`src/rtl/point_writer_pkg.sv`:
```
// Shared definitions for the point list stored in ZBT0: word field layout,
// the terminator word, the writer state encoding and the packing helper.
package point_writer_pkg;

    localparam int COORD_W  = 10;
    localparam int WORD_W   = 36;

    // Field positions inside one 36-bit point word (renderer reads the same layout)
    localparam int Z_LSB    = 0;
    localparam int Z_MSB    = 9;
    localparam int Y_LSB    = 10;
    localparam int Y_MSB    = 19;
    localparam int X_LSB    = 20;
    localparam int X_MSB    = 29;
    localparam int TERM_BIT = 35;

    // End-of-list marker: only the terminator flag set
    localparam logic [WORD_W-1:0] TERM_WORD = 36'h8_0000_0000;

    // FLUSH is a one-cycle gap used when a point is written on the scan_end
    // cycle, so the point write and the terminator write never collide.
    typedef enum logic [2:0] {
        ST_IDLE      = 3'd0,
        ST_CAPTURE   = 3'd1,
        ST_FLUSH     = 3'd2,
        ST_TERMINATE = 3'd3,
        ST_DONE      = 3'd4
    } pw_state_e;

    function automatic logic [WORD_W-1:0] pack_point(input logic [COORD_W-1:0] x,
                                                     input logic [COORD_W-1:0] y,
                                                     input logic [COORD_W-1:0] z);
        logic [WORD_W-1:0] w;
        w = '0;
        w[X_MSB:X_LSB] = x;
        w[Y_MSB:Y_LSB] = y;
        w[Z_MSB:Z_LSB] = z;
        return w;
    endfunction

endpackage

```
`src/rtl/point_writer_if.sv`:
```
// Point stream from the scanner into the writer.
// Handshake: a point transfers at a rising clk edge where in_valid && in_ready;
// the source holds in_x/in_y/in_z stable while in_valid is high and unaccepted,
// and in_ready depends only on registered writer state.
interface point_writer_if;
    import point_writer_pkg::*;

    logic               in_valid;
    logic               in_ready;
    logic [COORD_W-1:0] in_x;
    logic [COORD_W-1:0] in_y;
    logic [COORD_W-1:0] in_z;

    modport master (output in_valid, output in_x, output in_y, output in_z, input in_ready);
    modport slave  (input in_valid, input in_x, input in_y, input in_z, output in_ready);

endinterface

```
`src/rtl/point_writer_zbt_write_delay.sv`:
```
// Two-stage data delay for pipelined ZBT writes: data presented with the
// we/addr cycle comes out two cycles later. Synchronous active-low clear.
module zbt_write_delay
    import point_writer_pkg::*;
(
    input  logic              clk,
    input  logic              clr_n,
    input  logic [WORD_W-1:0] d,
    output logic [WORD_W-1:0] q
);

    logic [WORD_W-1:0] s1_q, s1_d;
    logic [WORD_W-1:0] s2_q, s2_d;

    // Next-stage values: a plain shift
    always_comb begin
        s1_d = d;
        s2_d = s1_q;
    end

    // Delay registers, cleared together
    always_ff @(posedge clk) begin
        if (!clr_n) begin
            s1_q <= '0;
            s2_q <= '0;
        end else begin
            s1_q <= s1_d;
            s2_q <= s2_d;
        end
    end

    assign q = s2_q;

endmodule

```
`src/rtl/point_writer.sv`:
```
// Writes detected scan points into ZBT0 as packed words at consecutive
// addresses from 0, then appends a terminator. Points with z==0 are dropped;
// the last word is kept free so the terminator always fits.
module point_writer
    import point_writer_pkg::*;
#(
    parameter int ADDR_W     = 19,
    parameter int MAX_POINTS = 524288
) (
    input  logic              clk,
    input  logic              reset_n,
    input  logic              scan_start,
    input  logic              scan_end,
    point_writer_if.slave     pt,
    output logic [ADDR_W-1:0] zbt0_write_addr,
    output logic              zbt0_we,
    output logic [WORD_W-1:0] zbt0_write_data,
    output logic [ADDR_W-1:0] point_count,
    output logic              overflow,
    output logic              done,
    output pw_state_e         state_dbg
);

    localparam logic [ADDR_W-1:0] LAST_ADDR = ADDR_W'(MAX_POINTS - 1);

    pw_state_e         state_q, state_d;
    // Write pointer; it always equals the number of points written this scan,
    // so it doubles as point_count.
    logic [ADDR_W-1:0] ptr_q, ptr_d;
    logic              ovf_q, ovf_d;
    logic              we_q, we_d;
    logic [ADDR_W-1:0] addr_q, addr_d;
    logic [WORD_W-1:0] word_q, word_d;
    logic              in_ready_q, in_ready_d;
    logic              done_q, done_d;
    logic              accept;
    logic              point_wr;

    // Next-state, pointer, write-issue and registered-output logic
    always_comb begin
        state_d  = state_q;
        ptr_d    = ptr_q;
        ovf_d    = ovf_q;
        we_d     = 1'b0;
        addr_d   = addr_q;
        word_d   = '0;
        point_wr = 1'b0;
        accept   = pt.in_valid && in_ready_q;

        if (scan_start) begin
            // A new scan always wins, including over scan_end and any point
            // offered in the same cycle.
            state_d = ST_CAPTURE;
            ptr_d   = '0;
            ovf_d   = 1'b0;
        end else begin
            case (state_q)
                ST_CAPTURE: begin
                    if (accept && (pt.in_z != '0)) begin
                        if (ptr_q != LAST_ADDR) begin
                            point_wr = 1'b1;
                            we_d     = 1'b1;
                            addr_d   = ptr_q;
                            word_d   = pack_point(pt.in_x, pt.in_y, pt.in_z);
                            ptr_d    = ptr_q + ADDR_W'(1);
                        end else begin
                            ovf_d = 1'b1;
                        end
                    end
                    if (scan_end) begin
                        if (point_wr) begin
                            // The point occupies the next write slot
                            state_d = ST_FLUSH;
                        end else begin
                            state_d = ST_TERMINATE;
                            we_d    = 1'b1;
                            addr_d  = ptr_q;
                            word_d  = TERM_WORD;
                        end
                    end
                end
                ST_FLUSH: begin
                    state_d = ST_TERMINATE;
                    we_d    = 1'b1;
                    addr_d  = ptr_q;
                    word_d  = TERM_WORD;
                end
                ST_TERMINATE: begin
                    state_d = ST_DONE;
                end
                default: begin
                    state_d = state_q;
                end
            endcase
        end

        in_ready_d = (state_d == ST_CAPTURE);
        done_d     = (state_d == ST_TERMINATE) || (state_d == ST_DONE);
    end

    // State and output registers
    always_ff @(posedge clk) begin
        if (!reset_n) begin
            state_q    <= ST_IDLE;
            ptr_q      <= '0;
            ovf_q      <= 1'b0;
            we_q       <= 1'b0;
            addr_q     <= '0;
            word_q     <= '0;
            in_ready_q <= 1'b0;
            done_q     <= 1'b0;
        end else begin
            state_q    <= state_d;
            ptr_q      <= ptr_d;
            ovf_q      <= ovf_d;
            we_q       <= we_d;
            addr_q     <= addr_d;
            word_q     <= word_d;
            in_ready_q <= in_ready_d;
            done_q     <= done_d;
        end
    end

    // word_q lines up with the we/addr cycle; two more stages give the ZBT data timing
    zbt_write_delay u_data_delay (
        .clk   (clk),
        .clr_n (reset_n),
        .d     (word_q),
        .q     (zbt0_write_data)
    );

    assign pt.in_ready      = in_ready_q;
    assign zbt0_we          = we_q;
    assign zbt0_write_addr  = addr_q;
    assign point_count      = ptr_q;
    assign overflow         = ovf_q;
    assign done             = done_q;
    assign state_dbg        = state_q;

endmodule

```
`src/flat_wrapper.sv`:
```
// flat-port wrapper written by rule: the top's interface ports become plain ports
module point_writer_flat import point_writer_pkg::*;
#(
    parameter int ADDR_W     = 19,
    parameter int MAX_POINTS = 524288
)
  (clk, reset_n, scan_start, scan_end, zbt0_write_addr, zbt0_we, zbt0_write_data, point_count, overflow, done, state_dbg, pt_in_valid, pt_in_x, pt_in_y, pt_in_z, pt_in_ready);
  point_writer_if pt_i ();
  input  logic clk;
  input  logic reset_n;
  input  logic scan_start;
  input  logic scan_end;
  output logic [ADDR_W-1:0] zbt0_write_addr;
  output logic zbt0_we;
  output logic [WORD_W-1:0] zbt0_write_data;
  output logic [ADDR_W-1:0] point_count;
  output logic overflow;
  output logic done;
  output pw_state_e state_dbg;
  input wire logic [$bits(pt_i.in_valid)-1:0] pt_in_valid;
  input wire logic [$bits(pt_i.in_x)-1:0] pt_in_x;
  input wire logic [$bits(pt_i.in_y)-1:0] pt_in_y;
  input wire logic [$bits(pt_i.in_z)-1:0] pt_in_z;
  output wire logic [$bits(pt_i.in_ready)-1:0] pt_in_ready;
  assign pt_i.in_valid = pt_in_valid;
  assign pt_i.in_x = pt_in_x;
  assign pt_i.in_y = pt_in_y;
  assign pt_i.in_z = pt_in_z;
  assign pt_in_ready = pt_i.in_ready;
  point_writer #(.ADDR_W(ADDR_W), .MAX_POINTS(MAX_POINTS)) u_core (.clk(clk), .reset_n(reset_n), .scan_start(scan_start), .scan_end(scan_end), .pt(pt_i), .zbt0_write_addr(zbt0_write_addr), .zbt0_we(zbt0_we), .zbt0_write_data(zbt0_write_data), .point_count(point_count), .overflow(overflow), .done(done), .state_dbg(state_dbg));
endmodule
```
`config.mk`:
```
export PLATFORM = sky130hd
export DESIGN_NAME = point_writer_flat
export DESIGN_NICKNAME = d
export VERILOG_FILES = /design/src/rtl/point_writer_pkg.sv /design/src/rtl/point_writer_if.sv /design/src/rtl/point_writer_zbt_write_delay.sv /design/src/rtl/point_writer.sv /design/src/flat_wrapper.sv
export SDC_FILE = /design/constraint.sdc
export NUM_CORES = 1
export LEC_CHECK = 0
export ABC_AREA = 0
export CORE_UTILIZATION = 48
export DETAILED_ROUTE_END_ITERATION = 12
export GPL_TIMING_DRIVEN = 1
export PLACE_DENSITY = 0.75
export SLEW_MARGIN = 20
export SYNTH_ARGS = -nofsm -noshare
export SYNTH_HDL_FRONTEND = slang
export SYNTH_SLANG_ARGS = --single-unit
```
`constraint.sdc`:
```
create_clock -name clk -period 2.4 [get_ports clk]
set_input_delay 0.72 -clock clk [delete_from_list [all_inputs] [get_ports clk]]
set_output_delay 0.72 -clock clk [all_outputs]
set_load 0.03 [all_outputs]
```
Yosys cells after proc, flatten, opt, wreduce, memory -nomap -nowiden
Index checks and enable logic that the tools add are counted.

Add/subtract/negate cells: 1. Eq/ne operators: 7. Muxes and demuxes: 21. Bitwise logic cells: 3. Reduce and logical (&&, ||, !) cells: 9.

Operator list (count): two-way mux 36 bit (3); two-way mux 19 bit (4); case mux 36 bit (2 select lines) (1); case mux 19 bit (2 select lines) (1); two-way mux 30 bit (1); adder 19 x 1 -> 19 bit, second input constant (1); inequality test 19 bit, second input constant (1); nonzero test 10 bit (1); equality test 3 x 2 -> 1 bit, second input constant (3); case mux 3 bit (3 select lines) (1); two-way mux 1 bit (7); equality test 3 x 1 -> 1 bit, second input constant (2); two-way mux 3 bit (2); AND reduction 3 bit (2); equality test 3 bit, second input constant (1); NOT 1 bit (3); logical AND 1 bit (2); case mux 1 bit (2 select lines) (1); AND reduction 2 bit (1); nonzero test 2 bit (1); OR reduction 2 bit (1); logical OR 1 bit (1).

Flip-flop bits (word level): 153. Input bits: 35. Output and inout port bits: 81.

Logic depth before layout (Yosys ltp)
Gate-level depths: netlist (run 1).

Depth after elaboration: 11. Mapped depth: 9.

Hierarchy
A second synthesis (run 1) with hierarchy kept.

Cells, all modules: 554. Area total of the unflattened synthesis: 5426.5 µm².

Modules (own cells, without submodules): point_writer (times used 1, cells an instance 403, area an instance 3409.5 µm², seq. area each 1521.5 µm²); zbt_write_delay (times used 1, cells an instance 151, area an instance 2016.9 µm², seq. area each 1441.4 µm²).

Least setup slack after synthesis (run 1)
No wires, ideal clock.

Path kind: reg-to-reg. From: reg u_core.ptr_q[0], in the netlist u_core.point_count[0]. To: reg u_core.ptr_q[1], in the netlist u_core.point_count[1]. Arrival time: 2.336 ns. Data required time: 2.272 ns. Path slack: -0.064 ns. Cell stages (with the launch flop): 10. Period minus slack after synthesis: 2.464 ns. Cells stage by stage: dfxtp_1 > ha_1 > nand4_1 > or4b_1 > buf_2 > o211ai_4 > buf_6 > buf_12 > mux2i_1 > nor2_1.

Longest elaborated chain between the ends: 2.

Ends and longest elaborated chain: start, declared (line point_writer.sv:29) `logic [ADDR_W-1:0] ptr_q, ptr_d;`; start signal, assigned (line point_writer.sv:114) `ptr_q <= ptr_d;`; parallel branches: the longest is 2 deep, another holds adder 19 x 1 -> 19 bit.

Several ways; the timed one is not identified. A chain may end at the register's enable or synchronous reset.

Final worst setup path (run 1)
From: reg u_core.ptr_q[11], in the netlist u_core.point_count[11]. To: out point_count[11].

RTL lines: end, declared (line flat_wrapper.sv:16) `output logic [ADDR_W-1:0] point_count;`.

No word-level cell between the ends.

==> results of run 1 <==
[cell type report]
class	instances	area, sq um
fill	683	2590
inverter	4	15.0
clock buffer	18	428
tap	129	161
sequential	138	2770
clock inverter	14	181
timing repair buffer	147	1420
multi-input combinational	275	1680
[layout by cell type (no fill, tap or decap), drive strengths merged, types with 2 or more instances in the layout]
cell           instances
clkbuf                18
buf                   38
clkinv                 2
mux2i                 20
and3                   2
o31a                   4
or3                    5
clkdlybuf4s50         90
and2                  94
nand3                 11
a21oi                 12
nand2b                 2
nand4                  4
dlygate4sd2           11
clkinvlp               3
or4                    7
o31ai                  6
a31oi                  2
nand2                 52
nor2                  12
o21ai                 11
dfxtp                138
a211oi                 3
dlymetal6s2s           8
bufinv                 2
o21a                   6
conb                   5
inv                   11
nor4                   6
o211ai                 4
[metal layers]
metal	track usage	up-vias	routed length, um
met5	0	-	0
met4	0.0667	0	99
met3	0.0578	10	512
met2	0.336	120	4730
met1	0.259	1587	4370
li1	-	1746	-
[sequential cells by signal, summed over array words and instances, names as in the netlist]
name and cells:
u_core.done 1, u_core.overflow 1, u_core.point_count 19, u_core.pt.in_ready 1
u_core.state_dbg 3, u_core.u_data_delay.q 31, u_core.u_data_delay.s1_q 31, u_core.word_q 31
u_core.zbt0_we 1, u_core.zbt0_write_addr 19
[power groups by stage]
stage	Clock, mW	Combinational, mW	Sequential (mW)
after global routing	2.77	0.225	2.31
after global placement	0	0.204	2.36
after floorplan	0	0.0938	2.37
after detailed placement	0	0.205	2.36
after CTS	2.66	0.209	2.31
final	2.62	0.208	2.31
[logic make-up (layout without fill, tap and decap cells)]
family	after synthesis	count (layout)	synth area share
simple gates	199	199	0.237
flops	138	138	0.601
compound gates	49	49	0.0727
buf+inv	35	183	0.0395
mux	20	20	0.0436
fa+ha+maj	1	1	0.00272
other cells	1	5	0.000816
xor+xnor	1	1	0.00191
[through the flow]
stage	setup WS (ps)	hold WS, ps	util	std cells	power (mW)
2_1_floorplan	74.2	412	-	448	2.46
4_1_cts	0.727	426	0.717	725	5.18
6_report	33.8	425	0.719	725	5.13
3_3_place_gp	-280	414	0.649	689	2.56
3_5_place_dp	-351	417	0.649	689	2.56
5_1_grt	1.12	436	0.719	725	5.30
[timing repair]
action                                 CTS  global route
resized for setup                       11             8
buffers inserted                         4             0
pin swaps                                1             0
setup endpoints to repair               14             8
endpoints found under the hold margin    0             0
[final timing paths]
kind | depth (start not counted) | start | endpoint
setup / recovery | 2 | u_core.point_count[11]$_SDFFE_PP0P_ | point_count[11]
hold / removal | 1 | u_core.word_q[7]$_SDFF_PP0_ | u_core.u_data_delay.s1_q[7]$_SDFF_PN0_
setup reg to reg | 8 | u_core.point_count[0]$_SDFFE_PP0P_ | u_core.zbt0_we$_SDFF_PP0_
hold reg to reg | 1 | u_core.word_q[7]$_SDFF_PP0_ | u_core.u_data_delay.s1_q[7]$_SDFF_PN0_
==> summary.md, run 1 <==
| Metric | Value |
|---|---|
| Synth top cells by count | 138 x dfxtp_1, 94 x and2_1, 52 x nand2_1 |
| Top cells by area, synth | dfxtp_1 60%, and2_1 13%, mux2i_1 4.4% |
| TritonCTS clock tree | done |
| Post-Syn Area per Cell | 10.3 sq um |
| Leading area contributor after synthesis | dfxtp_1 |
| Comb pwr share | 0.041 |
| Max Cap Violations | 0 |
| Final min period | 2370 ps |
| Largest stage delay on the critical path | 680 ps |
| Count leader, synth | dfxtp_1 |
| Fin Setup TNS | 0 ps |
| Via count | 3,463 |
| Worst min path class | reg -> reg |
| Reg2Reg Setup Slack | 150 ps |
| Worst vdd ir | 0.000520 V |
| Crit path arrival time | 1650 ps |
| FMAX | 0.423 GHz |
| First-pass GRT wire length | 15,800 um |
| Sequential element share of the synthesized area | 0.601 |
| Core area | 0.00924 sq mm |
| Synth-to-Final Area Change | 44.7% |
| All-Layer GR Usage | 0.204 |
| Mapped Area | 0.00459 sq mm |
| Layout cell share with drive strength beyond 1 | 0.129 |
| Row count | 35 |
| Pin count of the biggest net entering global routing | 102 |
| Starting Density | 0.497 |
| Post-synth top area share | 0.601 |
| CP Max Fanout | 6 |
| Die Area | 0.00996 sq mm |
| P_sw | 1.17 mW |
| Design Area, Final | 0.00665 sq mm |
| Final ANT Viol Nets | 0 |
| Routed WL per cell | 13.4 um |
| Gp weighted congestion | 0.853 |
| Number of enable flip-flop cells after synthesis | 0 |
| IO Count | 116 |
| Crit-path cells | buf_4, clkdlybuf4s50_1 |
| Final setup viols | 0 |
| Switching Fraction | 0.228 |
| CP bufs+invs | 2 |
| Max Root-Sink Buffers | 2 |
| Clk_lat worst skew | 510 ps |
| Drt via density | 4.78 |
| Status | completed |
| Sequential power share | 0.450 |
| Post-synth cell types | 37 |
| Startpoint Class | flip-flop |
| Initial antenna violation count | 0 |
| Static leakage | 2.74 nW |
| Grt total ovfl | 0 |
| RSZ-0062 raised after global routing | no |
| Final WL | 9720 um |
| Worst-Margin Slew | 517 ps |
| Buffers added on ports | 110 |
| Post-cts hold buffer count | 0 |
| Die height | 99.8 um |
| Nets | 619 |
| Top_reg_cell synth | dfxtp_1 |
| Ys async rst share | 0 |
| DP HPWL | 6360 um |
| CP Capture Type | output pin |
| Final Cycle Share | 0.986 |
| Placed inst area | 0.00600 sq mm |
| Final hold vios | 0 |
| Initial DRC Count | 145 |
| Critical path's top delay family | buffers and inverters |
| Mapped Cells | 444 |
| WS Path Type | reg -> out |
| First drt pass iteration count | 4 |
| Max-Slew Margin vs Limit | 0.655 |
| Vias in the first global route | 3,285 |
| Synthesized flop and latch total | 138 |
| DR DRC count | 0 |
| # diodes | 0 |
| Clk slew on worst S/H paths | 70 ps |
| Clock skew after layout | 10.6 ps |
| Clk root buf | clkbuf_8 |
| Data required, critical path | 1680 ps |
| Yosys warnings | 0 |
| Final Slew Violations | 0 |
| Max stage delay cell, worst path | clkdlybuf4s50_1 |
| Cts bufs inserted | 17 |
| Pwr dens | 772 mW/mm^2 |
| Clock Power Share | 0.510 |
| Die W | 99.8 um |
| Cell Int Power | 3.96 mW |
| Sink Count | 138 |
| CTS HTree Levels | 4 |
Power figures use the tool's default switching activity.
==> run 2, diff against run 1 <==
--- a/config.mk
+++ b/config.mk
@@ -10,6 +10,8 @@
 export DETAILED_ROUTE_END_ITERATION = 12
 export GPL_TIMING_DRIVEN = 1
 export PLACE_DENSITY = 0.75
+export REMOVE_ABC_BUFFERS = 1
+export SKIP_CTS_REPAIR_TIMING = 1
 export SLEW_MARGIN = 20
 export SYNTH_ARGS = -nofsm -noshare
 export SYNTH_HDL_FRONTEND = slang
==> summary.md, run 2 (synthesis results as in run 1) <==
| Metric | Value |
|---|---|
| Cts bufs inserted | 17 (unchanged) |
| IO Count | 116 (unchanged) |
| Final Slew Violations | 0 (unchanged) |
| Drt via density | 4.89 (+2.4%) |
| Final hold vios | 0 (unchanged) |
| Clk root buf | clkbuf_8 |
| Max stage delay cell, worst path | clkdlybuf4s50_1 |
| Worst-Margin Slew | 524 ps (+7.05 ps) |
| Final WL | 9610 um (-1.1%) |
| Static leakage | 2.83 nW (+3.3%) |
| Hold_sp | u_core.word_q[18]$_SDFF_PP0_ |
| Routed WL per cell | 13.5 um (+0.40%) |
| DP HPWL | 6390 um (+0.58%) |
| Via count | 3,492 (+0.84%) |
| Layout cell share with drive strength beyond 1 | 0.115 (-0.0147) |
| Max-Slew Margin vs Limit | 0.650 (-0.00457) |
| Pin count of the biggest net entering global routing | 59 (-42%) |
| First drt pass iteration count | 4 (unchanged) |
| Row count | 35 (unchanged) |
| Most common cell after layout, fill and taps aside | dfxtp_1 |
| Grt total ovfl | 0 (unchanged) |
| Final min period | 2340 ps (-29.6 ps) |
| Status | completed |
| Initial DRC Count | 107 (-26%) |
| Final ANT Viol Nets | 0 (unchanged) |
| CP Max Fanout | 5 (-1) |
| DR DRC count | 0 (unchanged) |
| Reg2Reg Setup Slack | 120 ps (-30 ps) |
| WS Path Type | reg -> out |
| Largest stage delay on the critical path | 700 ps (+20 ps) |
| Final setup viols | 0 (unchanged) |
| Final Cycle Share | 0.974 (-0.0123) |
| Buffers added on ports | 110 (unchanged) |
| Initial antenna violation count | 0 (unchanged) |
| Core area | 0.00924 sq mm (unchanged) |
| Synth-to-Final Area Change | 43.4% |
| Startpoint Class | flip-flop |
| FF-to-FF Start | u_core.point_count[0]$_SDFFE_PP0P_ |
| Max Cap Violations | 0 (unchanged) |
| CP bufs+invs | 1 (-1) |
| Crit path arrival time | 1620 ps (-30 ps) |
| Worst setup path start | u_core.point_count[16]$_SDFFE_PP0P_ |
| Max Root-Sink Buffers | 2 (unchanged) |
| Worst min path class | reg -> reg |
| Clk slew on worst S/H paths | 70 ps (about the same) |
| Starting Density | 0.497 (unchanged) |
| Die height | 99.8 um (unchanged) |
| Final std cells w/o fill | 714 (-1.5%) |
| Hold slack | 427 ps (+1.34 ps) |
| Clk_lat worst skew | 510 ps (about the same) |
| Number of fillers in the final layout | 710 (+4.0%) |
| # diodes | 0 (unchanged) |
| First-pass GRT wire length | 15,500 um (-1.8%) |
| Vias in the first global route | 3,299 (+0.43%) |
| Critical path's top delay family | buffers and inverters |
| Clock skew after layout | 18.1 ps (+7.47 ps) |
| Nets | 608 (-1.8%) |
| Data required, critical path | 1680 ps (about the same) |
| Worst vdd ir | 0.000444 V (-15%) |
| TritonCTS clock tree | done |
| Placed cells | 682 (-1.0%) |
| Gp weighted congestion | 0.783 (-8.2%) |
| Most frequent cells in the layout | 138 x dfxtp_1, 94 x and2_1, 90 x clkdlybuf4s50_1 |
| Pwr dens | 764 mW/mm^2 (-1.1%) |
| CTS HTree Levels | 4 (unchanged) |
| Crit-path cells | clkdlybuf4s50_1 |
| Sink Count | 138 (unchanged) |
| All-Layer GR Usage | 0.201 (-0.00353) |
| Die Area | 0.00996 sq mm (unchanged) |
| FMAX | 0.428 GHz (+1.3%) |
| Die W | 99.8 um (unchanged) |
| CP Capture Type | output pin |
run 2: routing by layer:
metal  vias to the layer above  GRT usage  routed length (um)
met2                        96      0.346                4800
met1                      1653      0.241                4270
li1                       1732          -                   -
met5                         -          0                   0
met4                         0     0.0781                 136
met3                        11     0.0501                 395
run 2: where the power goes:
part | internal [mW] | leakage (nW) | switching (mW)
sequential | 2.30 | 1.11 | 0.00761
combinational | 0.0987 | 1.43 | 0.106
clock | 1.43 | 0.283 | 1.08
run 2: per-stage QoR:
step	power (mW)	area [sq um]	TNS (ps)	util	setup slack, ps
6_report	5.03	6590	0	0.713	63.4
3_3_place_gp	2.56	5930	-17450	0.642	-313
5_1_grt	5.19	6590	-10.5	0.713	-10.5
2_1_floorplan	2.43	4440	-45810	-	-1330
3_5_place_dp	2.56	5930	-23190	0.642	-434
4_1_cts	5.07	6520	-322	0.705	-144
run 2: worst paths after layout:
kind	to	cells after the start
setup / recovery	point_count[16]	1
hold / removal	u_core.u_data_delay.s1_q[18]$_SDFF_PN0_	1
setup reg to reg	u_core.point_count[1]$_SDFFE_PP0P_	8
hold reg to reg	u_core.u_data_delay.s1_q[18]$_SDFF_PN0_	1
run 2: area by class of cell:
type / instances / area (sq um) / share of cell area
flip-flops and latches: 138 / 2760 / 0.420
well taps: 129 / 161 / 0.0245
inverters: 4 / 15.0 / 0.00228
clock inverters: 15 / 170 / 0.0258
multi-input cells: 275 / 1690 / 0.257
clock buffers: 17 / 414 / 0.0629
repair buffers: 136 / 1370 / 0.208
==> run 3, diff against run 2 <==
--- a/config.mk
+++ b/config.mk
@@ -12,7 +12,7 @@
 export PLACE_DENSITY = 0.75
 export REMOVE_ABC_BUFFERS = 1
 export SKIP_CTS_REPAIR_TIMING = 1
-export SLEW_MARGIN = 20
+export SLEW_MARGIN = 40
 export SYNTH_ARGS = -nofsm -noshare
 export SYNTH_HDL_FRONTEND = slang
 export SYNTH_SLANG_ARGS = --single-unit
==> summary.md, run 3 (synthesis results as in run 1) <==
| Metric | Value |
|---|---|
| Hold slack | 426 ps (-0.811 ps) |
| Design Area, Final | 0.00659 sq mm (+0.13%) |
| Max-Slew Margin vs Limit | 0.648 (-0.00214) |
| WS Path Type | reg -> out |
| Pwr dens | 763 mW/mm^2 (-0.12%) |
| DR WL met3 | 412 um (+4.3%) |
| Die height | 99.8 um (unchanged) |
| Initial antenna violation count | 0 (unchanged) |
| Worst-Margin Slew | 527 ps (+3.20 ps) |
| Starting Density | 0.497 (unchanged) |
| CP Max Fanout | 5 (unchanged) |
| FMAX | 0.428 GHz (about the same) |
| Sink Count | 138 (unchanged) |
| Placed inst area | 0.00593 sq mm (unchanged) |
| Fin Setup TNS | 0 ps (unchanged) |
| DP HPWL | 6390 um (unchanged) |
| Die W | 99.8 um (unchanged) |
| Most frequent cells in the layout | 138 x dfxtp_1, 94 x and2_1, 90 x clkdlybuf4s50_1 |
| Initial DRC Count | 99 (-7.5%) |
| Row count | 35 (unchanged) |
| First drt pass iteration count | 5 (+1) |
| # diodes | 0 (unchanged) |
| Final min period | 2340 ps (-1.40 ps) |
| Static leakage | 2.84 nW (+0.35%) |
| Via count | 3,515 (+0.66%) |
| DR DRC count | 0 (unchanged) |
| Most common cell after layout, fill and taps aside | dfxtp_1 |
| Data required, critical path | 1680 ps (about the same) |
| CP bufs+invs | 1 (unchanged) |
| Max stage delay cell, worst path | clkdlybuf4s50_1 |
| Core area | 0.00924 sq mm (unchanged) |
| Placed cells | 682 (unchanged) |
| Routed WL per cell | 13.4 um (-0.12%) |
| Max Root-Sink Buffers | 2 (unchanged) |
| Clk_lat worst skew | 510 ps (about the same) |
| Layout cell share with drive strength beyond 1 | 0.116 (+0.00131) |
| Tot Pwr | 5.03 mW (about the same) |
| First-pass GRT wire length | 15,500 um (unchanged) |
| IO Count | 116 (unchanged) |
| Crit-path cells | clkdlybuf4s50_1 |
| Drt via density | 4.91 (+0.38%) |
| Worst vdd ir | 0.000444 V (about the same) |
| Largest stage delay on the critical path | 700 ps (about the same) |
| TritonCTS clock tree | done |
| Final Slew Violations | 0 (unchanged) |
| Clock skew after layout | 16.2 ps (-1.91 ps) |
| Critical path's top delay family | buffers and inverters |
| DR WL met2 | 4790 um (-0.27%) |
| CP Capture Type | output pin |
| Vias in the first global route | 3,299 (unchanged) |
| Final hold vios | 0 (unchanged) |
| Clk root buf | clkbuf_8 |
| Buffers added on ports | 110 (unchanged) |
| Final Cycle Share | 0.973 (about the same) |
| Startpoint Class | flip-flop |
| Nets | 610 (+0.33%) |
| Clk slew on worst S/H paths | 70 ps (about the same) |
| Status | completed |
| Final ANT Viol Nets | 0 (unchanged) |
| Worst min path class | reg -> reg |
| Final WL | 9620 um (+0.16%) |
| Final std cells w/o fill | 716 (+0.28%) |
| Max layer used | met4 |
| All-Layer GR Usage | 0.201 (unchanged) |
| CTS HTree Levels | 4 (unchanged) |
| Grt total ovfl | 0 (unchanged) |
| Synth-to-Final Area Change | 43.6% |
| Cts bufs inserted | 17 (unchanged) |
| Met1 WL | 4270 um (-0.16%) |
| Die Area | 0.00996 sq mm (unchanged) |
| Pin count of the biggest net entering global routing | 59 (unchanged) |
| Max Cap Violations | 0 (unchanged) |
| Crit path arrival time | 1620 ps (about the same) |
| Final setup viols | 0 (unchanged) |
| Gp weighted congestion | 0.783 (unchanged) |
[run 3: cell types whose count changed in the layout (fill, tap and decap cells not counted), sizes merged]
cell	delta
buf	+2
[run 3: per-layer routing]
layer  vias to the layer above  GRT usage
met1                      1657      0.241
met4                         0     0.0781
met2                       107      0.346
li1                       1736          -
met5                         -          0
met3                        15     0.0501
[run 3: path summary, 6_finish.rpt]
path         cells past startpoint                                       to  slack [ps]                           startpoint
max                              1                          point_count[16]          60  u_core.point_count[16]$_SDFFE_PP0P_
min                              1  u_core.u_data_delay.s1_q[18]$_SDFF_PN0_         430         u_core.word_q[18]$_SDFF_PP0_
max reg2reg                      8       u_core.point_count[1]$_SDFFE_PP0P_         120   u_core.point_count[0]$_SDFFE_PP0P_
min reg2reg                      1  u_core.u_data_delay.s1_q[18]$_SDFF_PN0_         430         u_core.word_q[18]$_SDFF_PP0_
[run 3: through the flow]
| step | setup WS (ps) | utilization |
|---|---|---|
| global placement | -313 | 0.642 |
| floorplan | -1330 | - |
| detailed placement | -434 | 0.642 |
| CTS | -144 | 0.705 |
| global route | -10.5 | 0.714 |
| finish | 64.8 | 0.714 |
[run 3: where the power goes]
| part | internal, mW | switching (mW) | total (mW) |
|---|---|---|---|
| clock network | 1.43 | 1.08 | 2.52 |
| registers | 2.30 | 0.00746 | 2.31 |
| logic | 0.0983 | 0.106 | 0.204 |
[run 3: layout make-up]
type	count	area, sq um
Sequential cell	138	2760
Fill cell	706	2650
Multi-Input combinational cell	275	1690
Timing Repair Buffer	138	1380
Clock buffer	17	414
Clock inverter	15	170
Tap cell	129	161
Inverter	4	15.0
